`src/rtl/hazard_unit.sv`:
```
// hazard_unit
//
// Pipeline control for the 5-stage MIPS core. Operand forwarding handles
// most data dependencies; this block handles the cases forwarding cannot:
// load-use stalls, taken-branch flushes, instruction/data memory waits and
// the end-of-program halt. It drives per-latch enable/flush controls and
// the PC enable. It also keeps saturating stall/flush counters for
// performance reporting.
//
// Ports:
//   CLK, nRST            clock (rising edge), asynchronous active-low reset
//   ihit, dhit           instruction fetch / data access completes this cycle
//   id_rs, id_rt         source registers of the instruction in ID
//   ex_rt, ex_dREN       destination and load flag of the instruction in EX
//   mem_dREN, mem_dWEN   MEM instruction reads / writes data memory
//   mem_branch_taken     branch in MEM resolved taken
//   wb_halt              halt instruction reaches WB
//   pc_en, *_en, *_flush latch controls (combinational, 0-cycle latency)
//   halted               sticky halt indication
//   stall_cnt            cycles with pc_en=0 outside HALT (saturating)
//   flush_cnt            taken-branch flush events (saturating)
//   dbg_state            current FSM state, for observation only
//
// Handshake note: ihit/dhit are single-cycle completion strobes. A memory
// request is considered outstanding in any cycle where it is asserted and
// its hit is low. No backpressure is applied to the memories themselves.
module hazard_unit #(
    parameter int CNT_W = 16
) (
    input  logic             CLK,
    input  logic             nRST,
    input  logic             ihit,
    input  logic             dhit,
    input  logic [4:0]       id_rs,
    input  logic [4:0]       id_rt,
    input  logic [4:0]       ex_rt,
    input  logic             ex_dREN,
    input  logic             mem_dREN,
    input  logic             mem_dWEN,
    input  logic             mem_branch_taken,
    input  logic             wb_halt,
    output logic             pc_en,
    output logic             ifid_en,
    output logic             ifid_flush,
    output logic             idex_en,
    output logic             idex_flush,
    output logic             exmem_en,
    output logic             exmem_flush,
    output logic             memwb_en,
    output logic             memwb_flush,
    output logic             halted,
    output logic [CNT_W-1:0] stall_cnt,
    output logic [CNT_W-1:0] flush_cnt,
    output logic [1:0]       dbg_state
);

    typedef enum logic [1:0] {
        RUN      = 2'd0,
        LU_STALL = 2'd1,
        DWAIT    = 2'd2,
        HALT     = 2'd3
    } state_t;

    state_t state, state_nx;

    logic dreq;
    logic load_use;
    logic flush_evt;
    logic stall_evt;

    assign dreq = mem_dREN | mem_dWEN;

    // $0 is hardwired to zero, so a load targeting it never creates a hazard.
    assign load_use = ex_dREN && (ex_rt != 5'd0) &&
                      ((ex_rt == id_rs) || (ex_rt == id_rt));

    always_ff @(posedge CLK or negedge nRST) begin
        if (!nRST) begin
            state <= RUN;
        end else begin
            state <= state_nx;
        end
    end

    // Priority chain. DWAIT behaves like RUN: the miss condition is simply
    // re-evaluated every cycle. A branch held by a data miss is flushed on
    // the cycle the miss resolves.
    always_comb begin
        pc_en       = 1'b1;
        ifid_en     = 1'b1;
        ifid_flush  = 1'b0;
        idex_en     = 1'b1;
        idex_flush  = 1'b0;
        exmem_en    = 1'b1;
        exmem_flush = 1'b0;
        memwb_en    = 1'b1;
        memwb_flush = 1'b0;
        flush_evt   = 1'b0;
        state_nx    = RUN;

        if (state == HALT) begin
            pc_en    = 1'b0;
            ifid_en  = 1'b0;
            idex_en  = 1'b0;
            exmem_en = 1'b0;
            memwb_en = 1'b0;
            state_nx = HALT;
        end else if (wb_halt) begin
            pc_en    = 1'b0;
            ifid_en  = 1'b0;
            idex_en  = 1'b0;
            exmem_en = 1'b0;
            memwb_en = 1'b0;
            state_nx = HALT;
        end else if (dreq && !dhit) begin
            // Freeze everything upstream of MEM and feed WB a bubble.
            pc_en       = 1'b0;
            ifid_en     = 1'b0;
            idex_en     = 1'b0;
            exmem_en    = 1'b0;
            memwb_flush = 1'b1;
            state_nx    = DWAIT;
        end else if (mem_branch_taken) begin
            ifid_flush  = 1'b1;
            idex_flush  = 1'b1;
            exmem_flush = 1'b1;
            pc_en       = ihit;
            flush_evt   = 1'b1;
        end else if (load_use && (state != LU_STALL)) begin
            // Hold IF/ID, insert one bubble into EX.
            pc_en      = 1'b0;
            ifid_en    = 1'b0;
            idex_flush = 1'b1;
            state_nx   = LU_STALL;
        end else if (!ihit) begin
            pc_en      = 1'b0;
            ifid_flush = 1'b1;
        end
    end

    assign stall_evt = !pc_en && (state != HALT);

    always_ff @(posedge CLK or negedge nRST) begin
        if (!nRST) begin
            stall_cnt <= '0;
            flush_cnt <= '0;
        end else begin
            if (stall_evt && (stall_cnt != {CNT_W{1'b1}})) begin
                stall_cnt <= stall_cnt + 1'b1;
            end
            if (flush_evt && (flush_cnt != {CNT_W{1'b1}})) begin
                flush_cnt <= flush_cnt + 1'b1;
            end
        end
    end

    assign halted    = (state == HALT);
    assign dbg_state = state;

endmodule

```
`config.mk`:
```
export PLATFORM = sky130hd
export DESIGN_NAME = hazard_unit
export DESIGN_NICKNAME = d
export VERILOG_FILES = /design/src/rtl/hazard_unit.sv
export SDC_FILE = /design/constraint.sdc
export NUM_CORES = 1
export LEC_CHECK = 0
export ABC_AREA = 0
export CAP_MARGIN = 30
export CORE_MARGIN = 2
export CORE_UTILIZATION = 47
export CTS_CLUSTER_DIAMETER = 80
export DETAILED_ROUTE_END_ITERATION = 10
export PLACE_DENSITY = 0.92
export SYNTH_ARGS = -nofsm -noshare
export SYNTH_HDL_FRONTEND = slang
export SYNTH_SLANG_ARGS = --single-unit
export TNS_END_PERCENT = 20
```
`constraint.sdc`:
```
create_clock -name CLK -period 5.79 [get_ports CLK]
set_clock_uncertainty 0.2 [all_clocks]
set_input_delay 0.8685 -clock CLK [delete_from_list [all_inputs] [get_ports CLK]]
set_output_delay 0.8685 -clock CLK [all_outputs]
set_load 0.005 [all_outputs]
```
==> results of run 1 <==
## metrics by stage
stage	area (µm²)	util (%)	worst slack [ns]	hold WS (ns)
global placement	2504	68.39	1.678	0.2804
global route	2641	72.15	1.554	0.3219
finish	2641	72.15	1.631	0.2968
floorplan	1789	-	2.651	0.2808
detailed placement	2504	68.39	1.642	0.2881
CTS	2641	72.15	1.633	0.3018
## cell usage after synthesis, drive strengths merged, types with 2 or more instances
cell    count
nor2       14
nor3        3
o21a        2
nand2      18
nor2b       3
buf         3
mux2        2
xor2        7
inv         7
xnor2      32
nand3b      2
dfrtp      34
nand2b      2
nand3      17
ha          2
a21oi       2
and3       10
nand4       8
and2        3
## placed cells by master (no fill, tap or decap), types with 2 or more instances in the layout
cell type        synthesis  layout
a21oi_1                  2       2
and2_1                   3       3
and3_1                  10      10
bufinv_16                0       2
clkbuf_8                 0       5
clkdlybuf4s50_1          0      67
dfrtp_1                 34      34
ha_1                     2       2
inv_1                    7       7
mux2_2                   2       2
nand2_1                 18      18
nand2b_1                 2       2
nand3_1                 17      17
nand3b_1                 2       2
nand4_1                  8       8
nor2_1                  14      14
nor2b_1                  3       3
nor3_1                   3       3
o21a_1                   2       2
xnor2_1                 32      32
xor2_1                   7       7
## final cells by class
cell class | instances | area (µm²) | area share (%)
clock buffer | 5 | 68.82 | 2.605
tap | 48 | 60.06 | 2.274
inverter | 8 | 30.03 | 1.137
sequential | 34 | 850.8 | 32.21
multi-input combinational | 136 | 884.6 | 33.49
clock inverter | 3 | 68.82 | 2.605
timing repair buffer | 68 | 678.2 | 25.68
## cell families (layout without fill, tap and decap cells)
group                      Yosys count  in the layout  share of synthesized area [%]
and+or+nand+nor                     84             84                          23.92
xor gates and xnor gates            39             39                          19.09
DFF                                 34             34                          47.55
buffers and inverters               11             84                          3.007
AOI/OAI and AO/OA                    9              9                          3.776
adders and majority gates            2              2                          1.398
muxes                                2              2                          1.259
## registers in the layout, summed over array words and instances, names as in the netlist
| register | cells |
|---|---|
| flush_cnt | 16 |
| stall_cnt | 16 |
| dbg_state | 2 |
## power by group
| part | total, mW | internal, mW | switching [mW] |
|---|---|---|---|
| combinational | 0.0344 | 0.0209 | 0.0135 |
| sequential | 0.238 | 0.238 | 0.0000925 |
| clock | 0.261 | 0.172 | 0.0883 |
## worst register-to-register path: stages, from the launching register on
cell	delay (ns)
dfrtp_1	0.40
ha_1	0.21
nand3_1	0.08
nor2_1	0.35
nand3_1	0.48
nand2_1	0.27
mux2_2	0.35
## worst paths after layout
check | to | slack (ns) | depth (start not counted)
worst min register to register | flush_cnt[14]$_DFFE_PN0P_ | 0.30 | 1
min in group asynchronous | stall_cnt[10]$_DFFE_PN0P_ | 0.78 | 2
worst min-delay path | flush_cnt[14]$_DFFE_PN0P_ | 0.30 | 1
max in group asynchronous | flush_cnt[9]$_DFFE_PN0P_ | 4.31 | 2
worst max register to register | stall_cnt[1]$_DFFE_PN0P_ | 3.34 | 6
worst max-delay path | pc_en | 1.63 | 7
## routing by layer
layer	vias to the layer above	track usage, %	share of wire (%)
met1	747	21.52	40
met4	0	6.510	0.30
met2	59	34.09	50
met3	2	6.849	9.2
met5	-	0	0
li1	754	-	-
==> qor.txt, run 1 <==
Critical Path Sink Type: output pin
Syn_area_per_cell: 9.885 µm²
Clk Latency, worst-skew pair: 0.29 ns
Floorplan die area: 4316 µm²
Synth Flop Type: dfrtp_1
HP Start: flush_cnt[14]$_DFFE_PN0P_
Final ANT Viol Nets: 0
Slew at the pin with the worst max-slew slack: 0.4938 ns
Worst Setup SP: ex_rt[1]
Num Clock Sinks: 34
Core Rows: 22
Post-route total power: 532.7 µW
Final count of negative-setup-slack endpoints: 0
Total placed cells including tap cells: 294
Maximum single-stage delay on the critical path: 0.55 ns
Max Transition Viols Final: 0
Category of the critical setup timing path: in -> out
Power per cell area: 201.7 nW/µm²
Global placement routability congestion: 0.8189
Proportion of register bits with asynchronous set or reset after synthesis: 100.0%
Total routing resource utilization after global routing: 19.35%
Area of the mapped netlist: 1789 µm²
Mapped Cells: 181
Die W: 65.70 µm
Number of buffer and inverter instances along the worst setup path: 2
Static leakage power: 1.130 nW
Synth top area cells: dfrtp_1, xnor2_1, nand3_1, nand2_1, and3_1
Number of diodes: 0
Final Hold Vio Count: 0
Max stage delay cell, worst path: or4_1
Maximum number of pins on one net before global-route repair: 35
Leading area contributor after synthesis: dfrtp_1
Outcome: complete, no violations
Detailed Place HPWL: 2892 µm
Normalized max-slew margin: 66.99%
Pre-Repair DR Iteration Count: 4
Hold bufs inserted after CTS: 0
Layout filler cell count: 280
Buffers from clock root to sink, at most: 2
Total of buffers placed on input and output ports: 67
Number of I/O pins: 68
Required time of the worst setup path: 4.72 ns
Kind of path behind the tightest hold check: reg -> reg
Average routed wire per standard cell: 13.06 µm
Number of unique standard cell types used by synthesis: 31
Clock root buffer: clkbuf_8
Proportion of synthesized chip area in sequential cells: 47.55%
Clock transition at the registers of the reported paths: 0.07 ns
Highest clock rate: 240.4 MHz
Average via count per standard cell: 5.172
Total via count in the routed design: 1562
Post-layout nets: 279
DRC violation count after routing: 0
Share of the cycle needed by the critical path after routing: 71.83%
Number of enable flip-flop cells after synthesis: 0
CP max FO: 4
Clock tree from TritonCTS: built
Origin of the critical flop-to-flop path: stall_cnt[0]$_DFFE_PN0P_
Cells along the critical path: clkdlybuf4s50_1 > or4_1 > o21a_1 > and3_1 > nor2_1 > and2_1 > clkdlybuf4s50_1
Area growth from synthesis to final layout: 47.62%
Maximum vdd drop: 0.1394 mV
Buffers inserted by post-CTS timing repair: 0
CTS resizes: 0
Arrival @ worst endpoint: 3.09 ns
Overflow left after global routing: 0
Clock period minus final worst setup slack: 4.159 ns
Share of post-route cells with drive strength above 1: 5.118%
Starting density of the core: 48.87%
Vias in the first global route: 1528
Number of nets in the synthesized netlist: 207
Die span in y: 65.70 µm
1st-iter DRT viols: 60
Final Instance Count excl. Fillers: 302
Number of levels in the clock H-tree: 2
Clock buffers created by TritonCTS: 5
Setup TNS: 0 ns
Routed wire length: 3944 µm
Setup repair after global routing missed its margin: false
Number of synthesized register bits: 34
First-pass GRT wire length: 6486 µm
Family with the most delay on the worst path: simple AND/OR/NAND/NOR gates
Max-cap violation count: 0
Number of warnings issued by yosys: 0
Post-synth top area share: 47.55%
Critical Path Most Common Cell: clkdlybuf4s50_1
Area of the placeable core: 3661 µm²
Antenna violations before repair: 0
Crit path launch type: input port
Note: power is estimated with default switching activity, not from simulation.
==> run 2: changes to the inputs <==
Settings changed: CORE_UTILIZATION 47 to 44, PLACE_DENSITY 0.92 to 0.87.
Clock period 5.79 ns to 4.1 ns, I/O delays scaled along.
==> run 2 against run 1 <==
Effect of this change:
- global-route usage down 2.1 points
- setup slack worse by 1.2 ns
- worst hold slack better by 0.0091 ns
- first-iteration DRC count up 28%
- count of clock-buffer cells in the layout up 2
- power up 19%
- via count down 0.90%
- highest routed layer unchanged
- critical path type unchanged
- sequential share of layout area up 0.54 points
==> qor.txt, run 2 (synthesis results as in run 1) <==
Clock root buffer: clkbuf_8 (unchanged)
Clock period minus final worst setup slack: 3.656 ns
Average routed wire per standard cell: 12.64 µm (was 13.06 µm)
Global placement routability congestion: 0.7654 (was 0.8189)
Routed wire length: 3843 µm (was 3944 µm)
Average via count per standard cell: 5.092 (was 5.172)
Required time of the worst setup path: 3.28 ns (was 4.72 ns)
Overflow left after global routing: 0 (unchanged)
CTS resizes: 0 (unchanged)
Die span in y: 67.77 µm (was 65.70 µm)
Number of I/O pins: 68 (unchanged)
Reg2Reg Depth: 6 (unchanged)
Category of the critical setup timing path: in -> out (unchanged)
CP max FO: 4 (unchanged)
Share of post-route cells with drive strength above 1: 4.724% (was 5.118%)
Max Transition Viols Final: 0 (unchanged)
Final core utilization: 65.88% (was 72.15%)
Starting density of the core: 45.38% (was 48.87%)
Slew at the pin with the worst max-slew slack: 0.5021 ns (was 0.4938 ns)
Area of the placeable core: 3943 µm² (was 3661 µm²)
Arrival @ worst endpoint: 2.84 ns (was 3.09 ns)
Critical Path Sink Type: output pin (unchanged)
Setup TNS: 0 ns (unchanged)
Pre-CTS WS: 0.4652 ns (was 1.642 ns)
Buffers inserted by post-CTS timing repair: 0 (unchanged)
Final standard cell area without fillers: 2597 µm² (was 2641 µm²)
Setup repair after global routing missed its margin: false (unchanged)
Min-Delay Endpoint: stall_cnt[10]$_DFFE_PN0P_ (was flush_cnt[14]$_DFFE_PN0P_)
Crit path launch type: input port (unchanged)
Normalized max-slew margin: 66.22% (was 66.99%)
Most frequent cells in the layout: clkdlybuf4s50_1, dfrtp_1, xnor2_1, nand2_1, nand3_1 (unchanged)
Number of levels in the clock H-tree: 2 (unchanged)
Highest clock rate: 273.5 MHz
Total via count in the routed design: 1548 (was 1562)
Number of diodes: 0 (unchanged)
Origin of the critical flop-to-flop path: stall_cnt[0]$_DFFE_PN0P_ (unchanged)
Num Clock Sinks: 34 (unchanged)
Static leakage power: 1.110 nW (was 1.130 nW)
Final Hold Vio Count: 0 (unchanged)
Pre-Repair DR Iteration Count: 4 (unchanged)
Clk Latency, worst-skew pair: 0.28 ns (was 0.29 ns)
Clock buffers created by TritonCTS: 5 (unchanged)
Total of buffers placed on input and output ports: 67 (unchanged)
Buffers from clock root to sink, at most: 2 (unchanged)
Share of the cycle needed by the critical path after routing: 89.17%
Max-cap violation count: 0 (unchanged)
DRC violation count after routing: 0 (unchanged)
Terminus of the critical flop-to-flop path: stall_cnt[1]$_DFFE_PN0P_ (unchanged)
Detailed Place HPWL: 2948 µm (was 2892 µm)
Dpl cell area: 2506 µm² (was 2504 µm²)
Hold bufs inserted after CTS: 0 (unchanged)
Area growth from synthesis to final layout: 45.17% (was 47.62%)
Power per cell area: 243.3 nW/µm² (was 201.7 nW/µm²)
HP Start: stall_cnt[10]$_DFFE_PN0P_ (was flush_cnt[14]$_DFFE_PN0P_)
Maximum number of pins on one net before global-route repair: 35 (unchanged)
Die W: 67.77 µm (was 65.70 µm)
Maximum vdd drop: 0.1714 mV (was 0.1394 mV)
Vias in the first global route: 1386 (was 1528)
Clock tree from TritonCTS: built (unchanged)
Final count of negative-setup-slack endpoints: 0 (unchanged)
Antenna violations before repair: 0 (unchanged)
Post-route total power: 632.0 µW (was 532.7 µW)
Core Rows: 23 (was 22)
Outcome: complete, no violations (unchanged)
First-pass GRT wire length: 5954 µm (was 6486 µm)
Post-layout nets: 279 (unchanged)
Total routing resource utilization after global routing: 17.22% (was 19.35%)
1st-iter DRT viols: 77 (was 60)
Clock transition at the registers of the reported paths: 0.06 ns (was 0.07 ns)
Final ANT Viol Nets: 0 (unchanged)
Least setup slack across all paths after layout: 0.4440 ns (was 1.631 ns)
Most common cell after layout, fill and taps aside: clkdlybuf4s50_1 (unchanged)
Kind of path behind the tightest hold check: reg -> reg (unchanged)
FF-to-FF setup slack: 1.66 ns (was 3.34 ns)
Number of stages on the worst hold path: 1 (unchanged)
Floorplan die area: 4593 µm² (was 4316 µm²)
[run 2: cell count changes in the layout (fill, tap and decap cells not counted), sizes merged]
cell,change
bufinv,-2
clkbuf,+2
[run 2: worst max path at each step]
stage | from | to | slack (ns) | depth (start not counted)
finish | ex_rt[1] | pc_en | 0.44 | 7
global route | ex_rt[1] | pc_en | 0.39 | 7
CTS | ex_rt[1] | pc_en | 0.46 | 7
detailed placement | ex_rt[1] | pc_en | 0.47 | 7
global placement | ex_rt[2] | pc_en | 0.49 | 7
floorplan | ex_rt[1] | pc_en | 1.47 | 5
[run 2: cell type report]
cell class / count / area [µm²]
Tap cell: 50 / 62.56
Fill cell: 317 / 1345
Clock buffer: 7 / 86.33
Inverter: 8 / 30.03
Multi-Input combinational cell: 136 / 884.6
Timing Repair Buffer: 68 / 678.2
Sequential cell: 34 / 850.8
Clock inverter: 1 / 5.005
[run 2: through the flow]
stage / hold WS [ns] / instances
floorplan: 0.1194 / 181
global placement: 0.2773 / 296
detailed placement: 0.2898 / 296
CTS: 0.3087 / 304
global route: 0.3200 / 304
finish: 0.3059 / 304
[run 2: power breakdown]
group	switching (mW)	internal (mW)	leakage (nW)
Clock	0.112	0.135	0.0482
Sequential	0.000108	0.336	0.449
Combinational	0.0193	0.0295	0.612
Total	0.132	0.500	1.11
[run 2: metal layers]
layer / vias to the layer above / global-route usage, % / share of wire (%)
met5: - / 0 / 0
met4: 0 / 4.000 / 0.16
met3: 2 / 7.000 / 10
met2: 54 / 30.27 / 48
met1: 735 / 19.51 / 42
li1: 757 / - / -
[run 2: critical path, stage by stage]
cell             delay [ns]
clkdlybuf4s50_1        0.47
or4_1                  0.55
o21a_1                 0.21
and3_1                 0.22
nor2_1                 0.16
and2_1                 0.14
clkdlybuf4s50_1        0.49
==> run 3: changes to the inputs <==
Settings changed: CAP_MARGIN 30 to 10.
==> results of run 3 <==
The final DEF is identical to that of run 2; final timing and power are the same.
